`src/rtl/vga_pattern_gen.sv`:
```
// vga_pattern_gen
//   Parametrised VGA timing + test-pattern generator with a Wishbone slave
//   register file. Counters and pixel outputs advance only on i_pix_ce.
//   Software-visible CTRL/COLOR are staging registers; they are copied into
//   the active set on the frame-start pixel so a frame is never torn.
//
// Ports
//   i_clk, i_rst            clock, async active-high reset
//   i_pix_ce                pixel clock enable
//   i_wb_*                  Wishbone slave (adr, dat_w, sel, we, cyc, stb)
//   o_wb_dat_r, o_wb_ack    registered read data, single-cycle ack
//   o_vga_h_sync/v_sync     syncs, active level SYNC_POL
//   o_vga_vid_en            active-video flag
//   o_vga_red/green/blue    CW-bit channels, nibble in the MSBs
//   o_irq                   frame interrupt
//
// Build option
//   VGA_GEN_FRAME_IRQ_EN    when defined, a pending bit (STATUS[17], W1C) is
//                           set at the start of vblank and drives o_irq;
//                           otherwise o_irq is tied low.
module vga_pattern_gen #(
  parameter int H_ACTIVE = 640,
  parameter int H_FP     = 16,
  parameter int H_SYNC   = 96,
  parameter int H_BP     = 48,
  parameter int V_ACTIVE = 480,
  parameter int V_FP     = 10,
  parameter int V_SYNC   = 2,
  parameter int V_BP     = 33,
  parameter bit SYNC_POL = 1'b0,
  parameter int CW       = 4
) (
  input  logic          i_clk,
  input  logic          i_rst,
  input  logic          i_pix_ce,
  input  logic [5:0]    i_wb_adr,
  input  logic [31:0]   i_wb_dat_w,
  input  logic [3:0]    i_wb_sel,
  input  logic          i_wb_we,
  input  logic          i_wb_cyc,
  input  logic          i_wb_stb,
  output logic [31:0]   o_wb_dat_r,
  output logic          o_wb_ack,
  output logic          o_vga_h_sync,
  output logic          o_vga_v_sync,
  output logic          o_vga_vid_en,
  output logic [CW-1:0] o_vga_red,
  output logic [CW-1:0] o_vga_green,
  output logic [CW-1:0] o_vga_blue,
  output logic          o_irq
);
  localparam int H_TOTAL = H_ACTIVE + H_FP + H_SYNC + H_BP;
  localparam int V_TOTAL = V_ACTIVE + V_FP + V_SYNC + V_BP;
  // Bars need h[8:6] and the checker needs v[5], so keep minimum widths.
  localparam int HW = ($clog2(H_TOTAL) < 9) ? 9 : $clog2(H_TOTAL);
  localparam int VW = ($clog2(V_TOTAL) < 6) ? 6 : $clog2(V_TOTAL);

  localparam logic [HW-1:0] H_LAST = HW'(H_TOTAL - 1);
  localparam logic [HW-1:0] HA_L   = HW'(H_ACTIVE);
  localparam logic [HW-1:0] HS_BEG = HW'(H_ACTIVE + H_FP);
  localparam logic [HW-1:0] HS_END = HW'(H_ACTIVE + H_FP + H_SYNC);
  localparam logic [VW-1:0] V_LAST = VW'(V_TOTAL - 1);
  localparam logic [VW-1:0] VA_L   = VW'(V_ACTIVE);
  localparam logic [VW-1:0] VS_BEG = VW'(V_ACTIVE + V_FP);
  localparam logic [VW-1:0] VS_END = VW'(V_ACTIVE + V_FP + V_SYNC);

  function automatic logic [CW-1:0] expand(input logic [3:0] nib);
    logic [CW-1:0] c;
    c = '0;
    c[CW-1 -: 4] = nib;
    return c;
  endfunction

  // ---------------- counters / timing ----------------
  logic [HW-1:0] h_q, h_d;
  logic [VW-1:0] v_q, v_d;
  logic          line_end, frame_end, active, hs_act, vs_act, vblank;

  assign line_end  = (h_q == H_LAST);
  assign frame_end = line_end && (v_q == V_LAST);
  assign active    = (h_q < HA_L) && (v_q < VA_L);
  assign hs_act    = (h_q >= HS_BEG) && (h_q < HS_END);
  assign vs_act    = (v_q >= VS_BEG) && (v_q < VS_END);
  assign vblank    = (v_q >= VA_L);

  always_comb begin
    h_d = line_end ? '0 : h_q + 1'b1;
    v_d = v_q;
    if (line_end) v_d = (v_q == V_LAST) ? '0 : v_q + 1'b1;
  end

  // ---------------- registers ----------------
  logic        en_s_q, en_a_q;
  logic [1:0]  mode_s_q, mode_a_q;
  logic [11:0] col_s_q, col_a_q;
  logic [15:0] frame_q;
  logic        pend;
  logic        ack_q;
  logic [31:0] dat_q, rd_data;
  logic        wb_acc, wb_wr;

  assign wb_acc = i_wb_cyc && i_wb_stb && !ack_q;
  assign wb_wr  = wb_acc && i_wb_we;

  // ---------------- pattern ----------------
  logic [3:0] nr, ng, nb;
  always_comb begin
    {nr, ng, nb} = 12'h000;
    case (mode_a_q)
      2'd0: {nr, ng, nb} = col_a_q;
      2'd1: begin
        nr = {4{h_q[8]}};
        ng = {4{h_q[7]}};
        nb = {4{h_q[6]}};
      end
      2'd2: if (h_q[5] ^ v_q[5]) {nr, ng, nb} = col_a_q;
      default:
        if (h_q == '0 || h_q == HA_L - 1'b1 || v_q == '0 || v_q == VA_L - 1'b1)
          {nr, ng, nb} = col_a_q;
    endcase
    if (!en_a_q || !active) {nr, ng, nb} = 12'h000;
  end

  always_ff @(posedge i_clk or posedge i_rst) begin
    if (i_rst) begin
      h_q          <= '0;
      v_q          <= '0;
      o_vga_h_sync <= ~SYNC_POL;
      o_vga_v_sync <= ~SYNC_POL;
      o_vga_vid_en <= 1'b0;
      o_vga_red    <= '0;
      o_vga_green  <= '0;
      o_vga_blue   <= '0;
      en_a_q       <= 1'b0;
      mode_a_q     <= 2'd0;
      col_a_q      <= 12'hF00;
      frame_q      <= 16'd0;
    end else if (i_pix_ce) begin
      h_q          <= h_d;
      v_q          <= v_d;
      o_vga_h_sync <= hs_act ? SYNC_POL : ~SYNC_POL;
      o_vga_v_sync <= vs_act ? SYNC_POL : ~SYNC_POL;
      o_vga_vid_en <= active;
      o_vga_red    <= expand(nr);
      o_vga_green  <= expand(ng);
      o_vga_blue   <= expand(nb);
      // Staging is sampled before any same-clock write lands (NBA order),
      // so a write on this edge shows up one frame later.
      if (frame_end) begin
        en_a_q   <= en_s_q;
        mode_a_q <= mode_s_q;
        col_a_q  <= col_s_q;
        frame_q  <= frame_q + 16'd1;
      end
    end
  end

  // ---------------- Wishbone ----------------
  always_comb begin
    case (i_wb_adr[3:2])
      2'd0:    rd_data = {29'd0, mode_s_q, en_s_q};
      2'd1:    rd_data = {20'd0, col_s_q};
      2'd2:    rd_data = {14'd0, pend, vblank, frame_q};
      default: rd_data = 32'd0;
    endcase
  end

  always_ff @(posedge i_clk or posedge i_rst) begin
    if (i_rst) begin
      en_s_q   <= 1'b0;
      mode_s_q <= 2'd0;
      col_s_q  <= 12'hF00;
      ack_q    <= 1'b0;
      dat_q    <= 32'd0;
    end else begin
      ack_q <= wb_acc;
      if (wb_acc) dat_q <= rd_data;
      if (wb_wr && i_wb_adr[3:2] == 2'd0 && i_wb_sel[0]) begin
        en_s_q   <= i_wb_dat_w[0];
        mode_s_q <= i_wb_dat_w[2:1];
      end
      if (wb_wr && i_wb_adr[3:2] == 2'd1) begin
        if (i_wb_sel[0]) col_s_q[7:0]  <= i_wb_dat_w[7:0];
        if (i_wb_sel[1]) col_s_q[11:8] <= i_wb_dat_w[11:8];
      end
    end
  end

  assign o_wb_ack   = ack_q;
  assign o_wb_dat_r = dat_q;

  // ---------------- frame interrupt ----------------
`ifdef VGA_GEN_FRAME_IRQ_EN
  logic pend_q, irq_set, irq_clr;
  assign irq_set = i_pix_ce && h_q == '0 && v_q == VA_L;
  assign irq_clr = wb_wr && i_wb_adr[3:2] == 2'd2 && i_wb_sel[2] && i_wb_dat_w[17];

  always_ff @(posedge i_clk or posedge i_rst) begin
    if (i_rst)        pend_q <= 1'b0;
    else if (irq_set) pend_q <= 1'b1;   // set beats a simultaneous clear
    else if (irq_clr) pend_q <= 1'b0;
  end

  assign pend  = pend_q;
  assign o_irq = pend_q;

  logic unused_bits;
  assign unused_bits = ^{i_wb_adr[5:4], i_wb_adr[1:0], i_wb_dat_w[31:18],
                         i_wb_dat_w[16:12], i_wb_sel[3]};
`else
  assign pend  = 1'b0;
  assign o_irq = 1'b0;

  logic unused_bits;
  assign unused_bits = ^{i_wb_adr[5:4], i_wb_adr[1:0], i_wb_dat_w[31:12],
                         i_wb_sel[3:2]};
`endif

endmodule

```
`config.mk`:
```
export PLATFORM = sky130hd
export DESIGN_NAME = vga_pattern_gen
export DESIGN_NICKNAME = d
export VERILOG_FILES = /design/src/rtl/vga_pattern_gen.sv
export SDC_FILE = /design/constraint.sdc
export NUM_CORES = 1
export LEC_CHECK = 0
export CAP_MARGIN = 20
export CORE_UTILIZATION = 35
export CTS_BUF_LIST = sky130_fd_sc_hd__clkbuf_16
export CTS_CLUSTER_DIAMETER = 60
export DETAILED_ROUTE_END_ITERATION = 10
export DONT_BUFFER_PORTS = 1
export HOLD_SLACK_MARGIN = 0.1
export SLEW_MARGIN = 20
export SYNTH_ARGS = -nofsm -noshare
export SYNTH_HDL_FRONTEND = slang
export SYNTH_SLANG_ARGS = --single-unit
```
`constraint.sdc`:
```
create_clock -name i_clk -period 3.55 [get_ports i_clk]
set_input_delay 0.5325 -clock i_clk [delete_from_list [all_inputs] [get_ports i_clk]]
set_output_delay 0.5325 -clock i_clk [all_outputs]
set_load 0.005 [all_outputs]
```
==> out/metrics.yaml <==
status: "complete, no violations"
finalClockSkew_ns: 0.00592
finalMaxSlewViolations: 0
maxCapViolations: 0
yosysSeqAreaShare_pct: 52.2
ys_warn_count: 0
die_w_um: 119
dp.final_hpwl_um: 7140
vias: 3152
initial_core_util_pct: 36.0
die-area_mm2: 0.0141
period_needed_ns: 2.76
synth_edf_count: 0
io_pins: 97
layout_common_cells: "dfrtp_1, nand2_1, o21ai_0, mux2_2, inv_1"
grt_max_degree: 65
ant_nets: 0
mostFrequentLayoutCell: "dfrtp_1"
cts_buffers: 9
cts_max_level: 3
switching_share_pct: 26.1
synthCells: 439
core_region_area_mm2: 0.0132
slew_headroom_pct: 34.0
drt_iter0_markers: 139
regArea_mm2: 0.00249
grt_pass1_vias: 3096
fin_cells: 614
diodes: 0
powerDensity_mw_per_mm2: 471
syn_area_mm2: 0.00477
finalNetCount: 487
clockBufferDepth: 2
pre_cts_ws_ns: 0.800
die_h_um: 119
ir_drop_uv: 259
p_switching_uw: 631
clockPowerShare_pct: 36.7
insertion_delay_ns: 0.34
clock-root-buffer: "clkbuf_16"
final.setup.tns_ns: 0
viasPerCell: 5.13
routed_wl_um: 9750
grt_pass1_wl_um: 16200
nFillCells: 1279
wl_per_cell_um: 15.9
postCtsSetupBuffers: 0
post-route-worst-setup-slack_ns: 0.789
syn2layout_area_growth_pct: 7.53
post-place-cells: 598
ys_ff_latch: 99
crit_fanout: 19
post-route-period-util_pct: 77.8
synth_area_per_cell_um2: 10.9
multiInputGateArea_mm2: 0.00202
gp_congestion: 0.762
cp-end-kind: "flop"
hp-class: "primary input to asynchronous set/reset pin"
fmax_mhz: 362
pwr-share-comb_pct: 9.2
antenna_found_initial: 0
path_clk_slew_ns: 0.07
cts_hold_buf: 0
critPathLaunchType: "flop"
first_pass_iters: 5
final_layout_size_suffix_gt1_share_pct: 16.9
cts-resized-gates: 0
async_flop_share_pct: 100
cts_tree: "yes"
rsz0062_at_grt: "no"
leakagePower_nw: 2.31
utilization_pct: 38.7
netlist-cell-type-count: 55
cp.required_ns: 3.78
grt-ovfl-total: 0
p_seq_share_pct: 54.1
numPortBuffers: 0
cts.sink_count: 99
core.rowCount: 42
synth_top_flop_cell: "dfrtp_1"
p_int_mw: 1.79
hold_viol: 0
track_usage_pct: 14.7
path_class: "flop to flop"
r2r_setup_slack_ns: 0.79
crit_arrival_ns: 2.99
post-route-drc-count: 0
setup_viol: 0
tightestPinTransition_ns: 0.987
[registers in the layout, indices dropped and copies added (netlist names), 2 cells and up]
register     cells
col_s_q         12
o_vga_blue       4
mode_s_q         2
o_wb_dat_r      17
h_q             10
v_q             10
o_vga_green      4
o_vga_red        4
frame_q         16
mode_a_q         2
col_a_q         12
[stage by stage]
stage	power, mW	cell area [µm²]	hold WS, ns
floorplan	1.51	4830	0.445
global placement	1.55	4860	0.466
detailed placement	1.56	4860	0.465
CTS	2.45	5130	0.238
global route	2.53	5130	0.278
finish	2.42	5130	0.205
[final timing paths]
check / startpoint / end / cells after the start
worst max-delay path: v_q[5] / col_a_q[0] / 5
worst min-delay path: i_rst / o_wb_dat_r[15] / 1
worst max register to register: v_q[5] / col_a_q[0] / 5
worst min register to register: frame_q[15] / frame_q[15] / 1
max in group asynchronous: i_rst / o_vga_h_sync / 2
min in group i_clk: i_pix_ce / o_vga_vid_en / 1
[metal layers]
metal / vias to the layer above / track usage, % / part of all wire [%]
li1: 1510 / - / -
met1: 1550 / 18.2 / 44
met2: 78 / 24.9 / 49
met3: 14 / 3.72 / 5.1
met4: 0 / 4.59 / 1.3
met5: - / 0 / 0
[power by group through the flow]
stage / registers [mW] / clock network, mW / logic [mW]
after global placement: 1.33 / 0 / 0.219
after global routing: 1.32 / 0.952 / 0.258
after floorplan: 1.29 / 0 / 0.217
after CTS: 1.31 / 0.917 / 0.227
final: 1.31 / 0.886 / 0.223
after detailed placement: 1.33 / 0 / 0.227
[synth_stat cells, types with 3 or more instances]
library cell	number	area (µm²)
nor3_1	5	25.0
nand4_1	8	50.1
clkbuf_1	15	56.3
and4_1	3	26.3
nand3_1	18	90.1
xor2_1	7	61.3
buf_4	18	135
ha_1	6	75.1
xnor2_1	20	175
buf_6	3	33.8
inv_1	22	82.6
or4_1	3	22.5
o22ai_1	11	68.8
a22oi_1	9	67.6
nor2_1	12	45.0
o21ai_0	30	150
nor2b_1	4	25.0
mux2i_1	3	30.0
a21oi_1	16	80.1
nand2_1	40	150
and3_1	7	43.8
dfrtp_1	89	2230
dfstp_2	10	263
mux2_2	30	338
a41o_1	12	120
nand2b_1	3	18.8
[area by class of cell]
| cell class | instances | share of cell area (%) |
|---|---|---|
| sequential | 99 | 48.5 |
| multi-input combinational | 295 | 39.4 |
| clock buffer | 9 | 4.39 |
| tap | 176 | 4.29 |
| inverter | 22 | 1.66 |
| clock inverter | 7 | 0.878 |
| timing repair buffer | 6 | 0.878 |
[critical path, stage by stage, from the launching register on]
cell and delay (ns):
dfrtp_1 0.49, or4_4 0.56, or4b_1 0.71, nor2_2 0.22, buf_4 0.29, mux2_2 0.37
[kinds of logic (layout without fill, tap and decap cells)]
| group | count (synthesis) | count (layout) | synth area share [%] |
|---|---|---|---|
| compound gates | 90 | 90 | 12.3 |
| xor+xnor | 28 | 28 | 5.30 |
| fa+ha+maj | 6 | 6 | 1.57 |
| buf+inv | 60 | 44 | 6.66 |
| flops | 99 | 99 | 52.2 |
| mux | 33 | 33 | 7.71 |
| other cells | 1 | 16 | 0.0786 |
| simple gates | 122 | 122 | 14.2 |
Note: power is estimated with default switching activity, not from simulation.
